`src/rtl/keypad_scan_ctrl.sv`:
```
// -----------------------------------------------------------------------------
// keypad_scan_ctrl
//   Walks the 12-input keypad mux select through keys 0..11 and samples the
//   mux output once per key slot. Whole-frame snapshots are debounced, and
//   each new press is reported as one key code through a valid/ready output
//   register.
//
// Ports
//   i_clk        rising-edge clock
//   i_rst        synchronous active-high reset
//   i_scan_en    1 = scanning runs, 0 = scanning frozen at sel 0
//   o_mux_sel    mux select (0-9 digits, 10 star, 11 sharp)
//   i_mux_out    mux data, 1 = selected key pressed
//   o_key_valid  o_key_code holds an unconsumed press event
//   o_key_code   reported key (0-9 digit, 10 star, 11 sharp)
//   i_key_ready  consumer accepts o_key_code when o_key_valid is high
//   o_key_held   any key pressed in the debounced vector
//   o_overflow   sticky flag, a press event was dropped
// -----------------------------------------------------------------------------
module keypad_scan_ctrl #(
  parameter int unsigned SETTLE_CYCLES   = 4,
  parameter int unsigned DEBOUNCE_FRAMES = 3
) (
  input  logic       i_clk,
  input  logic       i_rst,
  input  logic       i_scan_en,
  output logic [3:0] o_mux_sel,
  input  logic       i_mux_out,
  output logic       o_key_valid,
  output logic [3:0] o_key_code,
  input  logic       i_key_ready,
  output logic       o_key_held,
  output logic       o_overflow
);

  localparam int unsigned NUM_KEYS = 12;
  localparam int unsigned SLOT_W   = (SETTLE_CYCLES > 1) ? $clog2(SETTLE_CYCLES) : 1;
  localparam int unsigned CNT_W    = $clog2(DEBOUNCE_FRAMES + 1);

  localparam logic [SLOT_W-1:0] SLOT_LAST = SLOT_W'(SETTLE_CYCLES - 1);
  localparam logic [CNT_W-1:0]  CNT_MAX   = CNT_W'(DEBOUNCE_FRAMES);
  localparam logic [3:0]        SEL_LAST  = 4'(NUM_KEYS - 1);

  typedef enum logic {
    ST_SCAN      = 1'b0,
    ST_FRAME_END = 1'b1
  } state_t;

  state_t                r_state,       w_state_nxt;
  logic [SLOT_W-1:0]     r_slot_cnt,    w_slot_cnt_nxt;
  logic [3:0]            r_mux_sel,     w_mux_sel_nxt;
  logic [NUM_KEYS-1:0]   r_shadow,      w_shadow_nxt;
  logic [NUM_KEYS-1:0]   r_prev_shadow, w_prev_shadow_nxt;
  logic [NUM_KEYS-1:0]   r_stable,      w_stable_nxt;
  logic [CNT_W-1:0]      r_cnt,         w_cnt_nxt;
  logic                  r_key_valid,   w_key_valid_nxt;
  logic [3:0]            r_key_code,    w_key_code_nxt;
  logic                  r_key_held,    w_key_held_nxt;
  logic                  r_overflow,    w_overflow_nxt;

  logic [NUM_KEYS-1:0]   w_rise;
  logic                  w_event;
  logic [3:0]            w_event_code;

  // State register
  always_ff @(posedge i_clk) begin
    if (i_rst) begin
      r_state <= ST_SCAN;
    end else begin
      r_state <= w_state_nxt;
    end
  end

  // Next-state, scan/debounce datapath and output handshake
  always_comb begin
    w_state_nxt       = r_state;
    w_slot_cnt_nxt    = r_slot_cnt;
    w_mux_sel_nxt     = r_mux_sel;
    w_shadow_nxt      = r_shadow;
    w_prev_shadow_nxt = r_prev_shadow;
    w_stable_nxt      = r_stable;
    w_cnt_nxt         = r_cnt;
    w_key_valid_nxt   = r_key_valid;
    w_key_code_nxt    = r_key_code;
    w_overflow_nxt    = r_overflow;
    w_rise            = '0;
    w_event           = 1'b0;
    w_event_code      = 4'd0;

    // Accepted code retires unless a new event reloads below
    if (r_key_valid && i_key_ready) begin
      w_key_valid_nxt = 1'b0;
    end

    if (!i_scan_en) begin
      // Frozen: discard the partial frame, keep debounce history and output
      w_state_nxt    = ST_SCAN;
      w_slot_cnt_nxt = '0;
      w_mux_sel_nxt  = 4'd0;
      w_shadow_nxt   = '0;
    end else begin
      unique case (r_state)
        ST_SCAN: begin
          if (r_slot_cnt == SLOT_LAST) begin
            w_slot_cnt_nxt = '0;
            for (int unsigned i = 0; i < NUM_KEYS; i++) begin
              if (r_mux_sel == 4'(i)) begin
                w_shadow_nxt[i] = i_mux_out;
              end
            end
            if (r_mux_sel == SEL_LAST) begin
              w_mux_sel_nxt = 4'd0;
              w_state_nxt   = ST_FRAME_END;
            end else begin
              w_mux_sel_nxt = r_mux_sel + 4'd1;
            end
          end else begin
            w_slot_cnt_nxt = r_slot_cnt + SLOT_W'(1);
          end
        end

        ST_FRAME_END: begin
          w_state_nxt       = ST_SCAN;
          w_prev_shadow_nxt = r_shadow;
          if (r_shadow == r_prev_shadow) begin
            w_cnt_nxt = (r_cnt == CNT_MAX) ? CNT_MAX : r_cnt + CNT_W'(1);
          end else begin
            w_cnt_nxt = CNT_W'(1);
          end
          if (w_cnt_nxt == CNT_MAX) begin
            w_stable_nxt = r_shadow;
            w_rise       = r_shadow & ~r_stable;
          end
        end

        default: begin
          w_state_nxt = ST_SCAN;
        end
      endcase
    end

    // Lowest rising index wins; other simultaneous rises are dropped
    for (int i = int'(NUM_KEYS) - 1; i >= 0; i--) begin
      if (w_rise[i]) begin
        w_event      = 1'b1;
        w_event_code = 4'(i);
      end
    end

    if (w_event) begin
      if (!r_key_valid || i_key_ready) begin
        w_key_valid_nxt = 1'b1;
        w_key_code_nxt  = w_event_code;
      end else begin
        w_overflow_nxt = 1'b1;
      end
    end

    // Tracks the debounced vector as it will be after this edge
    w_key_held_nxt = |w_stable_nxt;
  end

  // Datapath registers
  always_ff @(posedge i_clk) begin
    if (i_rst) begin
      r_slot_cnt    <= '0;
      r_mux_sel     <= 4'd0;
      r_shadow      <= '0;
      r_prev_shadow <= '0;
      r_stable      <= '0;
      r_cnt         <= '0;
      r_key_valid   <= 1'b0;
      r_key_code    <= 4'd0;
      r_key_held    <= 1'b0;
      r_overflow    <= 1'b0;
    end else begin
      r_slot_cnt    <= w_slot_cnt_nxt;
      r_mux_sel     <= w_mux_sel_nxt;
      r_shadow      <= w_shadow_nxt;
      r_prev_shadow <= w_prev_shadow_nxt;
      r_stable      <= w_stable_nxt;
      r_cnt         <= w_cnt_nxt;
      r_key_valid   <= w_key_valid_nxt;
      r_key_code    <= w_key_code_nxt;
      r_key_held    <= w_key_held_nxt;
      r_overflow    <= w_overflow_nxt;
    end
  end

  assign o_mux_sel   = r_mux_sel;
  assign o_key_valid = r_key_valid;
  assign o_key_code  = r_key_code;
  assign o_key_held  = r_key_held;
  assign o_overflow  = r_overflow;

endmodule

```
`config.mk`:
```
export PLATFORM = sky130hd
export DESIGN_NAME = keypad_scan_ctrl
export DESIGN_NICKNAME = d
export VERILOG_FILES = /design/src/rtl/keypad_scan_ctrl.sv
export SDC_FILE = /design/constraint.sdc
export NUM_CORES = 1
export LEC_CHECK = 0
export ABC_CLOCK_PERIOD_IN_PS = 5600
export BUFFER_PORTS_ARGS = -buffer_cell sky130_fd_sc_hd__buf_2
export CAP_MARGIN = 20
export CORE_MARGIN = 2
export CORE_UTILIZATION = 64
export DETAILED_ROUTE_END_ITERATION = 16
export HOLD_SLACK_MARGIN = 0.05
export PLACE_DENSITY = 0.84
export SYNTH_ARGS = -nofsm -noshare
export SYNTH_HDL_FRONTEND = slang
export SYNTH_SLANG_ARGS = --single-unit
```
`constraint.sdc`:
```
create_clock -name i_clk -period 5.6 [get_ports i_clk]
set_input_delay 0.56 -clock i_clk [delete_from_list [all_inputs] [get_ports i_clk]]
set_output_delay 0.56 -clock i_clk [all_outputs]
set_load 0.005 [all_outputs]
```
Word level (Yosys, flattened, before mapping)
Cells that the tools add are included.
Widths: inputs -> output; s select.

storage, ports and cells
  bits in registers = 52
  output and inout port bits = 11
  logic and storage cells = 109

cells by class
  bitwise logic cells = 5
  mux-type cells = 42
  eq/ne operators = 15
  reductions and logical operators = 22
  add/sub/neg operators = 3

operator list
  kind                 number
  $mux 12              6
  $mux 4               13
  $reduce_and 3->1     12
  $mux 1               17
  $eq 4x3->1 const B   4
  $eq 4x4->1 const B   4
  $and 12x12->12       1
  $eq 12x12->1         1
  $not 12->12          1
  $reduce_or 12->1     1
  $mux 2               5
  $eq 4x2->1 const B   2
  $reduce_and 2->1     4
  $eq 2x2->1 const B   3
  $add 2x1->2 const B  2
  $add 4x1->4 const B  1
  $eq 4x1->1 const B   1
  $logic_not 4->1      1
  $not 1->1            3
  $pmux 1 s2           1
  $reduce_or 2->1      1
  $logic_and 1x1->1    1
  $logic_not 1->1      1
  $logic_or 1x1->1     1

Logic depth before layout (Yosys ltp)
  depth after elaboration = 22
  depth in mapped cells = 8
  gate-level depth less buffers = 6

Least setup slack after synthesis
No wires, ideal clock.

  kind = input port to flip-flop
  start point = in i_scan_en
  end point = reg r_key_code[2], in the netlist o_key_code[2]
  setup time = 0.074 ns
  path buffers = 2
  setup slack = 3.572 ns
  required time = 5.526 ns
  data arrival time = 1.954 ns
  stages = 7
  cell sequence = and2_1 buf_2 nand2_1 or4_1 buf_4 or4b_1 o21ai_0

on the way
  word-level cells in the longest chain between the ends = 14

RTL lines
  element                            RTL line  source
  start: declaration                 26        input logic i_scan_en,
  $mux 12 *                          95        if (!i_scan_en) begin
  $mux 1 (12 in a row)               144       if (w_rise[i]) begin
  $reduce_and 2->1 (no source line)  --
  end signal: assignment             184       r_key_code <= w_key_code_nxt;
  end: declaration                   57        logic [3:0] r_key_code, w_key_code_nxt;

Every way passes the cells marked *; elsewhere a longest branch is shown, timed or not.
A chain may end at the register's enable or synchronous reset.

Worst setup path in the final report
  start point = reg r_shadow[6]
  end point = reg r_key_code[2], in the netlist o_key_code[2]

on the way
  word-level cells in the longest chain between the ends = 21

RTL lines
  element                            RTL line  source
  start: declaration                 52        logic [NUM_KEYS-1:0] r_shadow, w_shadow_nxt;
  start signal: assignment           179       r_shadow <= w_shadow_nxt;
  $eq 12x12->1                       125       if (r_shadow == r_prev_shadow) begin
  $mux 2                             125
  $mux 2                             102       unique case (r_state)
  $mux 2                             95
  $eq 2x2->1                         130       if (w_cnt_nxt == CNT_MAX) begin
  $mux 12 *                          130
  $mux 12 *                          102
  $mux 12 *                          95
  $mux 1 (12 in a row)               144
  $reduce_and 2->1 (no source line)  --

Every way passes the cells marked *; elsewhere a longest branch is shown, timed or not. The select of a mux whose other input is x is not followed.

==> results.txt <==
The slowest stage cell on the critical path is or4_1. TritonCTS created 5 clock buffers. The peak clock frequency supported by timing is 385.6 MHz. The final layout contains routed wiring with a total length of 4.931 mm. In this run, the combinational gates consume 2.0% of the power. The count of boundary I/O pins came out at 16. The final antenna diode count is 0. Along the worst path, the maximum fanout reaches 17.

The flow ran to the end, and the final reports show no timing, DRC or antenna violations. The required time at the endpoint of the critical path is 5.83 ns. The worst setup skew after layout is 0.006612 ns. In this run the power spent charging and discharging nets is 124.9 µW. STA classifies the critical path endpoint as a flip-flop. The initial antenna violation count was 0. The detailed router finished its first iteration with 118 violations. By count the netlist is led by dfxtp_1 (52), nand2_1 (50), nor2_1 (33). The number of cells on the worst reg-to-reg path is 5. The synthesized-area fraction occupied by and/or/nand/nor cells came out at 26.14%. Following the worst setup path forward leads to its endpoint at o_key_code[2]. The synthesized area per cell is 8.353 µm².

Of the post-synthesis cell area, the part taken by muxes is 9.917%. The number of cells upsized or downsized after cts came out at 0. Setup repair after global routing left no endpoint under its margin. The starting density of the core is 66.17%. The TritonCTS clock tree is yes. The total DRC errors in the routed layout is 0. The synthesized-area fraction occupied by adder cells came out at 2.583%. The via count of the first global-routing pass came out at 1,814.

The total via count after detailed routing is 1,998. The core box area came out at 3661 µm². The count of unique library cells instantiated by Yosys came out at 39. The cell with the most instances after synthesis is dfxtp_1. In this run, flip-flops and latches consume 61.9% of the power. The sum of negative setup slack is 0 ns. The total iterations of the first detailed-routing run came out at 4.

The final clock period utilization by the worst path is 46.31%. Counting flops with a built-in enable in the synthesized netlist gives 0. The per-cell routed wire length came out at 14.09 µm. Global routing finished with a remaining overflow of 0. The clock reaches the later pin of the worst-skew pair after 0.30 ns. In the global route stage, overall resource usage came out at 25.49%. The maximum number of pins on one net before global-route repair came out at 31. The die span in x came out at 65.52 µm.

Tracing the worst setup path back leads to its startpoint at r_shadow[6]. The main combinational cell family by area after synthesis is simple AND/OR/NAND/NOR gates. The post-CTS setup buffer count came out at 0. The power density of the placed cells came out at 230.3 nW/µm². The synthesized design spends more area on one cell type than any other, namely dfxtp_1.

The layout cell share with drive strength beyond 1 came out at 6.954%. The critical path goes through xnor2_1 -> nand4_1 -> or4_1 -> or4b_1 -> o21ai_0. The post-DP HPWL came out at 3.443 mm. The number of cells produced by synthesis is 290. The max-slew violation count is 0. The number of nets in the synthesized netlist is 300. Of the total synthesized cell area, the portion taken by XOR and XNOR cells is 4.700%. The register bit count reported by yosys is 52. The synthesis-to-layout area growth is 7.335%. The slack of the worst reg-to-reg path is 3.01 ns. The min-delay analysis places its worst path in the category reg2reg.

The number of endpoints with negative hold slack in the final report came out at 0. The longest individual stage delay on the worst path came out at 0.93 ns. Together, buffers and inverters on the worst path number 0.

The die height is 65.52 µm. The post-detailed-route count of antenna-violating nets came out at 0. The number of buffers inserted by port buffering came out at 15. In this design, the largest share of critical-path delay is due to simple AND/OR/NAND/NOR gates.

The initialized floorplan defines 22 standard-cell rows. The peak supply drop is 171.7 µV. The number of hold-repair buffers added at the cts stage came out at 0. Measured against its own limit, the worst slew margin works out to 47.84%. The post-route minimum period came out at 2.593 ns. Yosys printed 0 warnings.

The proportion of power drawn by the clock network is 36.1%. The H-tree depth is 2. The CTS root buffer is clkbuf_8. The worst setup path category is reg2reg. The prevailing post-synth register cell is dfxtp_1. The first-pass GRT wire length came out at 8.355 mm.

After clock tree synthesis, the clock-pin slew on the worst setup and hold paths is 0.09 ns. The fraction of post-synthesis cell area in the top cell type by area is 42.98%. The endpoint of the lowest-slack register-to-register path is o_key_code[2]. The switching share of power came out at 20.85%.

The total number of cells along the worst setup path came out at 5. Setup violations remaining at the end of the flow were counted as 0. For this design the static power due to leakage is 0.001090 µW. The worst register-to-register path begins at r_shadow[6]. By area the synthesized netlist is led by dfxtp_1 (43%), mux2i_1 (9.9%), nand2_1 (7.7%). The transition time of the tightest slew-check pin came out at 0.7824 ns. The tightest hold path in the finished design has a slack of 0.4615 ns.

The synthesized area is 2422 µm². Max-cap violations in this run came to 0. Routability-driven placement finished with a final weighted congestion of 0.8147. The fraction of registers with async set or reset after synthesis is 0%. The internal power is 473.8 µW. The compound-gate portion of the synthesized area came out at 10.49%. The number of sinks on the clock net is 52. The per-cell via count in the routed design is 5.709. The signal arrival time at the worst endpoint came out at 2.83 ns. The sequential area share after synthesis came out at 42.98%. The count of nets after finishing is 311. The worst setup path is launched from a flip-flop. The buffer depth of the longest clock path is 2.

The die area came out at 4293 µm².
worst register-to-register path, delay by kind of cell (launching register included):
family | cells | cell delay [ns]
AOI/OAI and AO/OA | 1 | 0.08
xor gates and xnor gates | 1 | 0.17
and+or+nand+nor | 3 | 1.76
DFF | 1 | 0.52
power groups by stage:
stage          logic, µW  registers, µW  clock network [µW]
2_1_floorplan       8.16            379                   0
3_3_place_gp        11.7            379                   0
3_5_place_dp        12.0            379                   0
4_1_cts             12.0            371                 215
5_1_grt             13.4            371                 234
6_report            12.1            371                 216
sequential cells by signal, summed over array words and instances (netlist names):
register / count
r_prev_shadow: 12
r_shadow: 12
r_stable: 12
o_key_code: 4
o_mux_sel: 4
r_cnt: 2
r_slot_cnt: 2
o_key_held: 1
o_key_valid: 1
o_overflow: 1
r_state: 1
per-layer routing:
layer | share of wire (%) | track usage, % | wire (µm)
met5 | 0 | 0 | 0
met4 | 1.5 | 9.375 | 74
met3 | 3.9 | 3.596 | 193
met2 | 49 | 43.37 | 2398
met1 | 46 | 32.83 | 2264
stage by stage:
| stage | power, µW | utilization (%) | worst slack (ns) | instance area, µm² | std cells |
|---|---|---|---|---|---|
| after floorplan | 387.4 | - | 3.572 | 2422 | 290 |
| after global placement | 391.0 | 68.56 | 2.894 | 2510 | 342 |
| after detailed placement | 391.4 | 68.56 | 2.846 | 2510 | 342 |
| after CTS | 598.0 | 71.02 | 3.017 | 2600 | 350 |
| after global routing | 618.8 | 71.02 | 2.800 | 2600 | 350 |
| final | 598.7 | 71.02 | 3.007 | 2600 | 350 |
area by class of cell:
| cell class | instances | area (µm²) |
|---|---|---|
| tap | 48 | 60.06 |
| multi-input combinational | 219 | 1304 |
| timing repair buffer | 15 | 75.07 |
| clock buffer | 8 | 90.09 |
| inverter | 8 | 30.03 |
| sequential | 52 | 1041 |
| fill | 287 | 1061 |
logic make-up after synthesis:
| logic type | Yosys count |
|---|---|
| buffers and inverters | 19 |
| AND/OR/NAND/NOR | 135 |
| XOR/XNOR | 13 |
| adder cells (fa/ha/maj) | 5 |
| flip-flops | 52 |
| multiplexers | 24 |
| AO/OA/AOI/OAI | 42 |
worst min-delay path by stage:
| stage | end | slack, ns | cells past startpoint | from |
|---|---|---|---|---|
| 3_5_place_dp | o_key_code[1] | 0.46 | 2 | o_key_code[1] |
| 2_1_floorplan | r_cnt[0] | 0.44 | 1 | r_cnt[0] |
| 3_3_place_gp | o_key_code[1] | 0.45 | 2 | o_key_code[1] |
| 6_report | o_key_code[1] | 0.46 | 2 | o_key_code[1] |
| 4_1_cts | o_key_code[1] | 0.47 | 2 | o_key_code[1] |
| 5_1_grt | r_prev_shadow[1] | 0.49 | 2 | r_prev_shadow[1] |
cell usage in the layout (no fill, tap or decap), drive strengths merged, types with 2 or more instances in the layout:
| cell | n |
|---|---|
| dfxtp | 52 |
| nand2 | 50 |
| nor2 | 33 |
| mux2i | 24 |
| a21oi | 21 |
| buf | 15 |
| xnor2 | 12 |
| nor2b | 11 |
| nand2b | 9 |
| nor4 | 8 |
| nor3 | 8 |
| clkbuf | 8 |
| inv | 7 |
| o21ai | 7 |
| nand4 | 5 |
| ha | 5 |
| or4 | 3 |
| or3 | 2 |
| a211oi | 2 |
| nand3 | 2 |
| a41oi | 2 |
Power figures use the tool's default switching activity.
